File: config.mk
export PLATFORM = sky130hd
export DESIGN_NAME = traj_history_overlay
export DESIGN_NICKNAME = d
export VERILOG_FILES = /design/src/rtl/traj_pkg.sv /design/src/rtl/traj_ring.sv /design/src/rtl/traj_history_overlay.sv
export SDC_FILE = /design/constraint.sdc
export NUM_CORES = 1
export LEC_CHECK = 0
export CELL_PAD_IN_SITES_DETAIL_PLACEMENT = 1
export CELL_PAD_IN_SITES_GLOBAL_PLACEMENT = 2
export CORE_AREA = 2 2 246 248
export DETAILED_ROUTE_END_ITERATION = 8
export DIE_AREA = 0 0 248 250
export PLACE_DENSITY_LB_ADDON = 0.1
export SLEW_MARGIN = 5
export SYNTH_ARGS = -nofsm -noshare
export SYNTH_HDL_FRONTEND = slang
export SYNTH_SLANG_ARGS = --single-unit
File: constraint.sdc
create_clock -name i_clk -period 4.2 [get_ports i_clk]
set_input_delay 0.84 -clock i_clk [delete_from_list [all_inputs] [get_ports i_clk]]
set_output_delay 0.84 -clock i_clk [all_outputs]
set_load 0.05 [all_outputs]
File: src/rtl/traj_pkg.sv
// Shared types and helpers for the trajectory overlay.
// Coordinates are carried at a fixed 16-bit width inside point_t.
package traj_pkg;

    localparam int COORD_MAX = 16;

    typedef logic [23:0] rgb_t;

    typedef struct packed {
        logic [COORD_MAX-1:0] h;
        logic [COORD_MAX-1:0] v;
        logic                 valid;
    } point_t;

    localparam point_t POINT_NONE = '{h: '1, v: '1, valid: 1'b0};

    // Signed distance with one extra bit so markers near 0 never wrap.
    function automatic logic in_box(
        input logic [COORD_MAX-1:0] h,
        input logic [COORD_MAX-1:0] v,
        input logic [COORD_MAX-1:0] ph,
        input logic [COORD_MAX-1:0] pv,
        input logic [COORD_MAX-1:0] half_w
    );
        logic signed [COORD_MAX:0] dh;
        logic signed [COORD_MAX:0] dv;
        logic signed [COORD_MAX:0] hw;
        dh = $signed({1'b0, h}) - $signed({1'b0, ph});
        dv = $signed({1'b0, v}) - $signed({1'b0, pv});
        hw = $signed({1'b0, half_w});
        if (dh < 0) dh = -dh;
        if (dv < 0) dv = -dv;
        return (dh <= hw) && (dv <= hw);
    endfunction

    function automatic logic [7:0] fade_green(
        input logic [7:0] age,
        input logic [8:0] step,
        input logic [8:0] floor_v
    );
        logic [16:0] drop;
        logic [8:0]  rem;
        drop = {9'd0, age} * {8'd0, step};
        if (drop >= 17'd255) begin
            rem = floor_v;
        end else begin
            rem = 9'd255 - drop[8:0];
            if (rem < floor_v) rem = floor_v;
        end
        return rem[7:0];
    endfunction

endpackage

File: src/rtl/traj_ring.sv
// History ring of tracked points with a frame-synchronous staging register.
// Points are staged on strobe and committed only on frame start.
module traj_ring
    import traj_pkg::*;
#(
    parameter int DEPTH   = 8,
    parameter int COORD_W = 10,
    localparam int PW     = $clog2(DEPTH)
) (
    input  logic                clk,
    input  logic                rst_n,
    input  logic [COORD_W-1:0]  point_h,
    input  logic [COORD_W-1:0]  point_v,
    input  logic                point_val,
    input  logic                frame_start,
    input  logic                clear,
    output point_t [DEPTH-1:0]  entries,
    output logic   [PW-1:0]     wr_ptr
);

    point_t      staged;
    logic [PW:0] count;
    logic        commit;

    assign commit = frame_start && staged.valid;

    always_ff @(posedge clk or negedge rst_n) begin
        if (!rst_n) begin
            staged <= POINT_NONE;
            wr_ptr <= '0;
            count  <= '0;
            for (int k = 0; k < DEPTH; k++) entries[k] <= POINT_NONE;
        end else if (clear) begin
            staged <= POINT_NONE;
            wr_ptr <= '0;
            count  <= '0;
            for (int k = 0; k < DEPTH; k++) entries[k] <= POINT_NONE;
        end else begin
            if (commit) begin
                entries[wr_ptr] <= '{h: staged.h, v: staged.v, valid: 1'b1};
                wr_ptr          <= wr_ptr + PW'(1);
                if (count != (PW+1)'(DEPTH)) count <= count + 1'b1;
            end
            // A strobe in the commit cycle refills staging for the next frame.
            if (point_val) begin
                staged <= '{h: COORD_MAX'(point_h),
                            v: COORD_MAX'(point_v),
                            valid: 1'b1};
            end else if (commit) begin
                staged.valid <= 1'b0;
            end
        end
    end

endmodule

File: src/rtl/traj_history_overlay.sv
// Trajectory overlay: fading square markers around the last DEPTH points.
// Fixed 2-cycle pixel pipeline (hit compare, then priority select).
module traj_history_overlay
    import traj_pkg::*;
#(
    parameter int DEPTH      = 8,
    parameter int HALF_W     = 1,
    parameter int COORD_W    = 10,
    parameter int FADE_STEP  = 32,
    parameter int FADE_FLOOR = 64
) (
    input  logic               i_clk,
    input  logic               i_rst_n,
    input  logic [23:0]        i_color,
    input  logic [COORD_W-1:0] i_h,
    input  logic [COORD_W-1:0] i_v,
    input  logic               i_rendering,
    input  logic               i_frame_start,
    input  logic [COORD_W-1:0] i_point_h,
    input  logic [COORD_W-1:0] i_point_v,
    input  logic               i_point_val,
    input  logic               i_clear,
    input  logic               i_enable,
    output logic [23:0]        o_color,
    output logic               o_rendering
);

    localparam int PW = $clog2(DEPTH);

    point_t [DEPTH-1:0] entries;
    logic   [PW-1:0]    wr_ptr;

    traj_ring #(
        .DEPTH   (DEPTH),
        .COORD_W (COORD_W)
    ) u_ring (
        .clk         (i_clk),
        .rst_n       (i_rst_n),
        .point_h     (i_point_h),
        .point_v     (i_point_v),
        .point_val   (i_point_val),
        .frame_start (i_frame_start),
        .clear       (i_clear),
        .entries     (entries),
        .wr_ptr      (wr_ptr)
    );

    logic [DEPTH-1:0] hit;
    logic [DEPTH-1:0] hit_q;
    rgb_t             color_q;
    logic             rend_q;
    logic             en_q;
    logic [PW-1:0]    ptr_q;

    always_comb begin
        hit = '0;
        for (int k = 0; k < DEPTH; k++) begin
            hit[k] = entries[k].valid &&
                     in_box(COORD_MAX'(i_h), COORD_MAX'(i_v),
                            entries[k].h, entries[k].v,
                            COORD_MAX'(HALF_W));
        end
    end

    // Write pointer travels with the hits so ages match the compared set.
    always_ff @(posedge i_clk or negedge i_rst_n) begin
        if (!i_rst_n) begin
            hit_q   <= '0;
            color_q <= '0;
            rend_q  <= 1'b0;
            en_q    <= 1'b0;
            ptr_q   <= '0;
        end else begin
            hit_q   <= hit;
            color_q <= i_color;
            rend_q  <= i_rendering;
            en_q    <= i_enable;
            ptr_q   <= wr_ptr;
        end
    end

    logic          found;
    logic [7:0]    sel_age;
    logic [PW-1:0] idx;
    rgb_t          marker;

    always_comb begin
        found   = 1'b0;
        sel_age = '0;
        idx     = '0;
        for (int a = DEPTH - 1; a >= 0; a--) begin
            idx = ptr_q - PW'(1) - PW'(a);
            if (hit_q[idx]) begin
                found   = 1'b1;
                sel_age = 8'(a);
            end
        end
        marker = {8'd0,
                  fade_green(sel_age, 9'(FADE_STEP), 9'(FADE_FLOOR)),
                  8'd0};
    end

    always_ff @(posedge i_clk or negedge i_rst_n) begin
        if (!i_rst_n) begin
            o_color     <= '0;
            o_rendering <= 1'b0;
        end else begin
            o_color     <= (rend_q && en_q && found) ? marker : color_q;
            o_rendering <= rend_q;
        end
    end

endmodule
==> Yosys cells after proc, flatten, opt, wreduce, memory -nomap -nowiden <==
Cells that the tools add are included.
{ "totals": {"regBits": 362, "wordCells": 206} }
{ "op_classes": {"add_sub_neg": 42, "n_lt_le_gt_ge": 44, "muxes": 62, "reduce_logical": 23} }
{ "ops": {"columns": ["op", "n"], "rows": [
  ["$mux 264", 2],
  ["$le 17x2->1 const B", 16],
  ["$lt 17x1->1 const B", 16],
  ["$mux 17", 16],
  ["$neg 17->17", 16],
  ["$sub 10x16->17", 16],
  ["$bwmux 264", 1],
  ["$demux 33 s3", 1],
  ["$mux 8", 9],
  ["$mux 33", 2],
  ["$lt 3x4->1 const B", 9],
  ["$mux 32", 1],
  ["$bmux 1 s3", 8],
  ["$mux 24", 1],
  ["$logic_and 1x1->1", 20],
  ["$mux 1", 18],
  ["$ge 13x8->1 const B", 1],
  ["$sub 3x3->3 const B", 4],
  ["$lt 9x7->1 const B", 1],
  ["$mux 3", 3],
  ["$sub 8x9->9 const A", 1],
  ["$sub 3x1->3 const B", 2],
  ["$sub 3x2->3 const B", 2],
  ["$reduce_bool 2->1", 2],
  ["3 further kinds", 3]
]} }

==> Logic depth before layout (Yosys ltp) <==
{ "depth": {"word_depth": 17, "mapped_depth": 14, "depth_no_buf": 14} }

==> Modules after synthesis <==
A second synthesis with hierarchy kept.
{ "unflattened": {"hier_cells": 3660, "area_unflattened_um2": 29676.0} }
{ "modules_own_cells": {"columns": ["mod", "instances", "cells_each", "area_per_inst_um2", "seq_area_each_um2"], "rows": [
  ["traj_history_overlay", 1, 2847, 20193.1, 1551.5],
  ["traj_ring", 1, 813, 9482.8, 5266.3]
]} }

==> Worst setup path before layout <==
OpenSTA, ideal clock, no wires.
{ "synth_path": {"kind": "input-to-reg", "start": "input port i_v[4]", "end": "register hit_q[7]", "arrival_ns": 3.618, "t_required_ns": 4.079, "path_slack_ns": 0.461, "cell_stages": 10, "path_cell_list": "ha_1 -> or4_2 -> o21ai_0 -> xnor2_1 -> or4b_1 -> or4_1 -> nand2_1 -> a21oi_1 -> a41oi_1 -> and4b_1"} }
{ "synth_between": {"elab_chain_cells": 6} }
{ "synth_rtl": {"columns": ["item", "line", "rtl"], "rows": [
  ["from (decl)", "traj_history_overlay.sv:16", "input logic [COORD_W-1:0] i_v,"],
  ["$sub 10x16->17 (*)", "traj_pkg.sv:29", "dv = $signed({1'b0, v}) - $signed({1'b0, pv});"],
  ["$neg 17->17 or $lt 17x1->1 (tied branches)", "traj_pkg.sv:32", "if (dv < 0) dv = -dv;"],
  ["$mux 17 (*)", "traj_pkg.sv:32", null],
  ["$le 17x2->1 (*)", "traj_pkg.sv:33", "return (dh <= hw) && (dv <= hw);"],
  ["$logic_and 1x1->1 (*)", "traj_pkg.sv:33", null],
  ["$logic_and 1x1->1 (*)", "traj_history_overlay.sv:58", "hit[k] = entries[k].valid &&"],
  ["via hit[7]", "traj_history_overlay.sv:48", "logic [DEPTH-1:0] hit;"],
  ["to (signal assigned)", "traj_history_overlay.sv:74", "hit_q <= hit;"],
  ["to (decl)", "traj_history_overlay.sv:49", "logic [DEPTH-1:0] hit_q;"]
]} }
The timed path passes the listed nets; every way through them passes the cells marked *.
A chain may end at the register's enable or synchronous reset.

==> Final worst setup path <==
{ "layout_path": {"start": "input port i_h[0]", "end": "register hit_q[2]"} }
{ "layout_between": {"elab_chain_cells": 6} }
{ "layout_rtl": {"columns": ["item", "line", "rtl"], "rows": [
  ["from (decl)", "traj_history_overlay.sv:15", "input logic [COORD_W-1:0] i_h,"],
  ["$sub 10x16->17 (*)", "traj_pkg.sv:28", "dh = $signed({1'b0, h}) - $signed({1'b0, ph});"],
  ["$neg 17->17 or $lt 17x1->1 (tied branches)", "traj_pkg.sv:31", "if (dh < 0) dh = -dh;"],
  ["$mux 17 (*)", "traj_pkg.sv:31", null],
  ["$le 17x2->1 (*)", "traj_pkg.sv:33", null],
  ["$logic_and 1x1->1 (*)", "traj_pkg.sv:33", null],
  ["$logic_and 1x1->1 (*)", "traj_history_overlay.sv:58", null],
  ["via hit[2]", "traj_history_overlay.sv:48", null]
]} }
Marked as above.

==> impl_metrics.json <==
{
  "cts_hold_buffers": 0,
  "fraction_of_final_layout_cells_sized_beyond_drive_strength_1_pct": 24.2,
  "grt_max_degree": 82,
  "status": "complete, no violations",
  "final_hold_viol_count": 0,
  "setup_slack_ns": 0.128,
  "p_sw_mw": 2.31,
  "nNetsFinal": 3310,
  "ir_drop_uv": 352,
  "number_of_h_tree_levels": 2,
  "syn_inst": 2631,
  "critical_path_required_ns": 4.64,
  "core_um2": 59600,
  "synth.cell_area_um2": 22400,
  "grt_remaining_overflow": 0,
  "cts_inserted_buffers": 36,
  "setup_viol": 0,
  "timing.critical_path.to_type": "flop",
  "drt_drc_violations_left": 0,
  "synth.avg_cell_area_um2": 8.51,
  "max_cap_violations": 0,
  "ctsLongestPathBuffers": 3,
  "startpoint_type": "input port",
  "switching_share_pct": 30.4,
  "drt_iter0_markers": 762,
  "synth.top_cells.by_count": "sky130_fd_sc_hd__nor2_1 (305), sky130_fd_sc_hd__a211o_1 (192), sky130_fd_sc_hd__inv_1 (190), sky130_fd_sc_hd__dfstp_2 (189), sky130_fd_sc_hd__ha_1 (179)",
  "critical_path_arrival_ns": 4.51,
  "slew_headroom_pct": 34.6,
  "sequentialPowerShare_pct": 36.2,
  "clkLatencyLatePin_ns": 0.55,
  "total_area_of_multi_input_combinational_cells_um2": 14700,
  "placementRows": 90,
  "die_area_um2": 62000,
  "routed_wire_length_mm": 77.4,
  "yosys_register_bits": 263,
  "post-dp-hpwl_mm": 57.7,
  "tritoncts_num_sinks": 263,
  "synth_async_sr_flop_share_pct": 100,
  "seqCellArea_um2": 6820,
  "core_occupancy_in_the_finished_layout_pct": 47.7,
  "synthesis.nets": 2897,
  "place.gp.congestion": 0.877,
  "timing.hold.ws_ns": 0.308,
  "max_freq_mhz": 246,
  "rsz0062_at_grt": "true",
  "yosysWarningCount": 0,
  "post_synth_num_cell_types": 95,
  "fin_skew_ns": 0.0142,
  "comb_power_share_pct": 23.3,
  "route.antenna.remaining_nets": 0,
  "power_density_nw_per_um2": 268,
  "grt_pass1_wl_mm": 122,
  "floorplan.initialDensity_pct": 37.6,
  "via_count_of_the_first_global_routing_pass": 22600,
  "fp.dieW_um": 248,
  "synth_edf_count": 0,
  "library_cell_with_the_highest_instance_count_after_synthesis": "sky130_fd_sc_hd__nor2_1",
  "worstMarginPinSlew_ns": 0.981,
  "antenna_found_initial": 2,
  "cts_tree": "built",
  "power_leakage_nw": 12.9,
  "detail_route.first_pass.iterations": 5,
  "routed_wire_length_per_instance_um": 20.1,
  "path_max_fanout": 6,
  "final_max_slew_viol_count": 0,
  "power.clock.fraction_pct": 40.5,
  "synth.largest_area_cell": "sky130_fd_sc_hd__dfstp_2",
  "setup.worst_path.class": "input port to flop",
  "layout_overhead_on_the_synthesized_area_pct": 26.9,
  "post-synth-top-area-fraction_pct": 22.2,
  "avgViaCountPerCell": 5.54,
  "vias": 21300,
  "finalCritPeriodShare_pct": 97.0,
  "floorplan.die.height_um": 250,
  "ctsRootBufferMaster": "sky130_fd_sc_hd__clkbuf_16",
  "antenna_cells": 0,
  "seq_area_frac_synth_pct": 30.5,
  "port_buffers": 95,
  "ff2ff_path_depth": 11,
  "dominantRegCellSynth": "sky130_fd_sc_hd__dfstp_2",
  "clk_transition_reported_paths_ns": 0.06,
  "internal_power_mw": 5.30,
  "final.fill_count": 6945,
  "synth.area.top_cells": "sky130_fd_sc_hd__dfstp_2 (22%), sky130_fd_sc_hd__ha_1 (10%), sky130_fd_sc_hd__dfrtp_1 (8.3%), sky130_fd_sc_hd__a211o_1 (7.5%), sky130_fd_sc_hd__nor2_1 (5.1%)",
  "detailedPlace.worstSlack_ns": -1.04,
  "global_route.usage.total_pct": 24.9,
  "min-delay-path-class": "input port to asynchronous set/reset pin",
  "boundaryPins": 96,
  "timing.final.crit_period_ns": 4.07
}
==> cells in the final DEF, fill, tap and decap left out, types with 20 or more instances in the layout <==
cell	n
sky130_fd_sc_hd__mux2i_1	23
sky130_fd_sc_hd__a31oi_1	29
sky130_fd_sc_hd__o31ai_1	21
sky130_fd_sc_hd__clkbuf_16	37
sky130_fd_sc_hd__a211oi_1	22
sky130_fd_sc_hd__inv_1	190
sky130_fd_sc_hd__dfstp_2	189
sky130_fd_sc_hd__ha_1	177
sky130_fd_sc_hd__o211ai_1	23
sky130_fd_sc_hd__nor2_1	301
sky130_fd_sc_hd__dfrtp_1	74
sky130_fd_sc_hd__buf_4	373
sky130_fd_sc_hd__nand2b_1	36
sky130_fd_sc_hd__and2_1	25
sky130_fd_sc_hd__nand3_1	53
sky130_fd_sc_hd__o31a_1	20
sky130_fd_sc_hd__xnor2_1	63
sky130_fd_sc_hd__and3_1	28
sky130_fd_sc_hd__o21ai_0	97
sky130_fd_sc_hd__or2_2	31
sky130_fd_sc_hd__nor4_1	25
sky130_fd_sc_hd__clkdlybuf4s50_1	91
sky130_fd_sc_hd__nor3_1	74
sky130_fd_sc_hd__xor2_1	72
sky130_fd_sc_hd__a21o_1	34
sky130_fd_sc_hd__o21a_1	45
sky130_fd_sc_hd__a21oi_1	130
sky130_fd_sc_hd__a211o_1	192
sky130_fd_sc_hd__nor2b_1	89
sky130_fd_sc_hd__nand2_1	136
sky130_fd_sc_hd__or3_1	27
==> path summary, 6_finish.rpt <==
| check | from | endpoint | slack (ns) |
|---|---|---|---|
| max in group asynchronous | i_rst_n | u_ring.entries[107] | 2.87 |
| min reg2reg | color_q[12] | o_color[12] | 0.45 |
| min in group i_clk | color_q[12] | o_color[12] | 0.45 |
| max reg2reg | u_ring.entries[235] | hit_q[7] | 0.48 |
| max | i_h[0] | hit_q[2] | 0.13 |
| min | i_rst_n | color_q[14] | 0.31 |
==> critical path, cell delays in order <==
cell and delay (ns):
sky130_fd_sc_hd__clkdlybuf4s50_1 0.47, sky130_fd_sc_hd__inv_1 0.17, sky130_fd_sc_hd__ha_1 0.29, sky130_fd_sc_hd__fa_1 0.38, sky130_fd_sc_hd__nand2b_1 0.18, sky130_fd_sc_hd__a21oi_1 0.20
sky130_fd_sc_hd__o21ai_0 0.14, sky130_fd_sc_hd__a21oi_1 0.23, sky130_fd_sc_hd__xor2_1 0.13, sky130_fd_sc_hd__or3_1 0.38, sky130_fd_sc_hd__a2111oi_1 0.47, sky130_fd_sc_hd__a41oi_1 0.19
sky130_fd_sc_hd__buf_4 0.17, sky130_fd_sc_hd__nor4_2 0.25
==> flip-flops by register name, indices dropped and copies added, names as in the netlist <==
| signal | cells |
|---|---|
| color_q | 24 |
| en_q | 1 |
| hit_q | 8 |
| o_color | 24 |
| o_rendering | 1 |
| ptr_q | 3 |
| rend_q | 1 |
| u_ring.entries | 176 |
| u_ring.staged | 22 |
| u_ring.wr_ptr | 3 |
==> area by class of cell <==
cell class	count	share of cell area, %
timing repair buffer	483	14.3
tap	782	3.44
clock inverter	10	0.401
clock buffer	52	3.70
multi-input combinational	2069	51.7
inverter	191	2.52
sequential	263	24.0
==> stage by stage <==
stage          TNS [ns]  area, um^2  power, mW  instances
4_1_cts               0       28200       7.73       3849
2_1_floorplan         0       22400       3.70       2631
5_1_grt         -0.0446       28400       7.99       3850
3_5_place_dp      -3.85       27100       4.56       3787
3_3_place_gp      -2.89       27100       4.51       3787
6_report              0       28400       7.61       3850
==> kinds of logic after synthesis <==
| family | synth area share, % |
|---|---|
| XOR/XNOR | 5.43 |
| AO/OA/AOI/OAI | 24.4 |
| buffers and inverters | 5.02 |
| flip-flops | 30.5 |
| multiplexers | 1.53 |
| adder cells (fa/ha/maj) | 11.4 |
| AND/OR/NAND/NOR | 21.7 |
==> power by group through the flow <==
stage / Sequential (mW) / Clock, mW / Combinational, mW
after floorplan: 2.79 / 0 / 0.915
after global placement: 2.79 / 0 / 1.71
after detailed placement: 2.80 / 0 / 1.76
after CTS: 2.76 / 3.19 / 1.77
after global routing: 2.76 / 3.28 / 1.95
final: 2.76 / 3.08 / 1.77
==> timing repair <==
item | in CTS | in global routing
endpoints found under the setup margin | 1 | 7
buffers inserted | 0 | 1
pin swaps | 1 | 5
resized for setup | 4 | 33
==> per-layer routing <==
metal	GRT usage (%)	up-vias	wire length (um)	part of all wire, %
li1	-	10400	-	-
met1	30.8	10600	34400	44
met2	44.7	263	38500	50
met3	2.86	105	2080	2.7
met4	7.89	2	2440	3.2
met5	0	-	13	0.017
(Power assumes the default switching activity.)
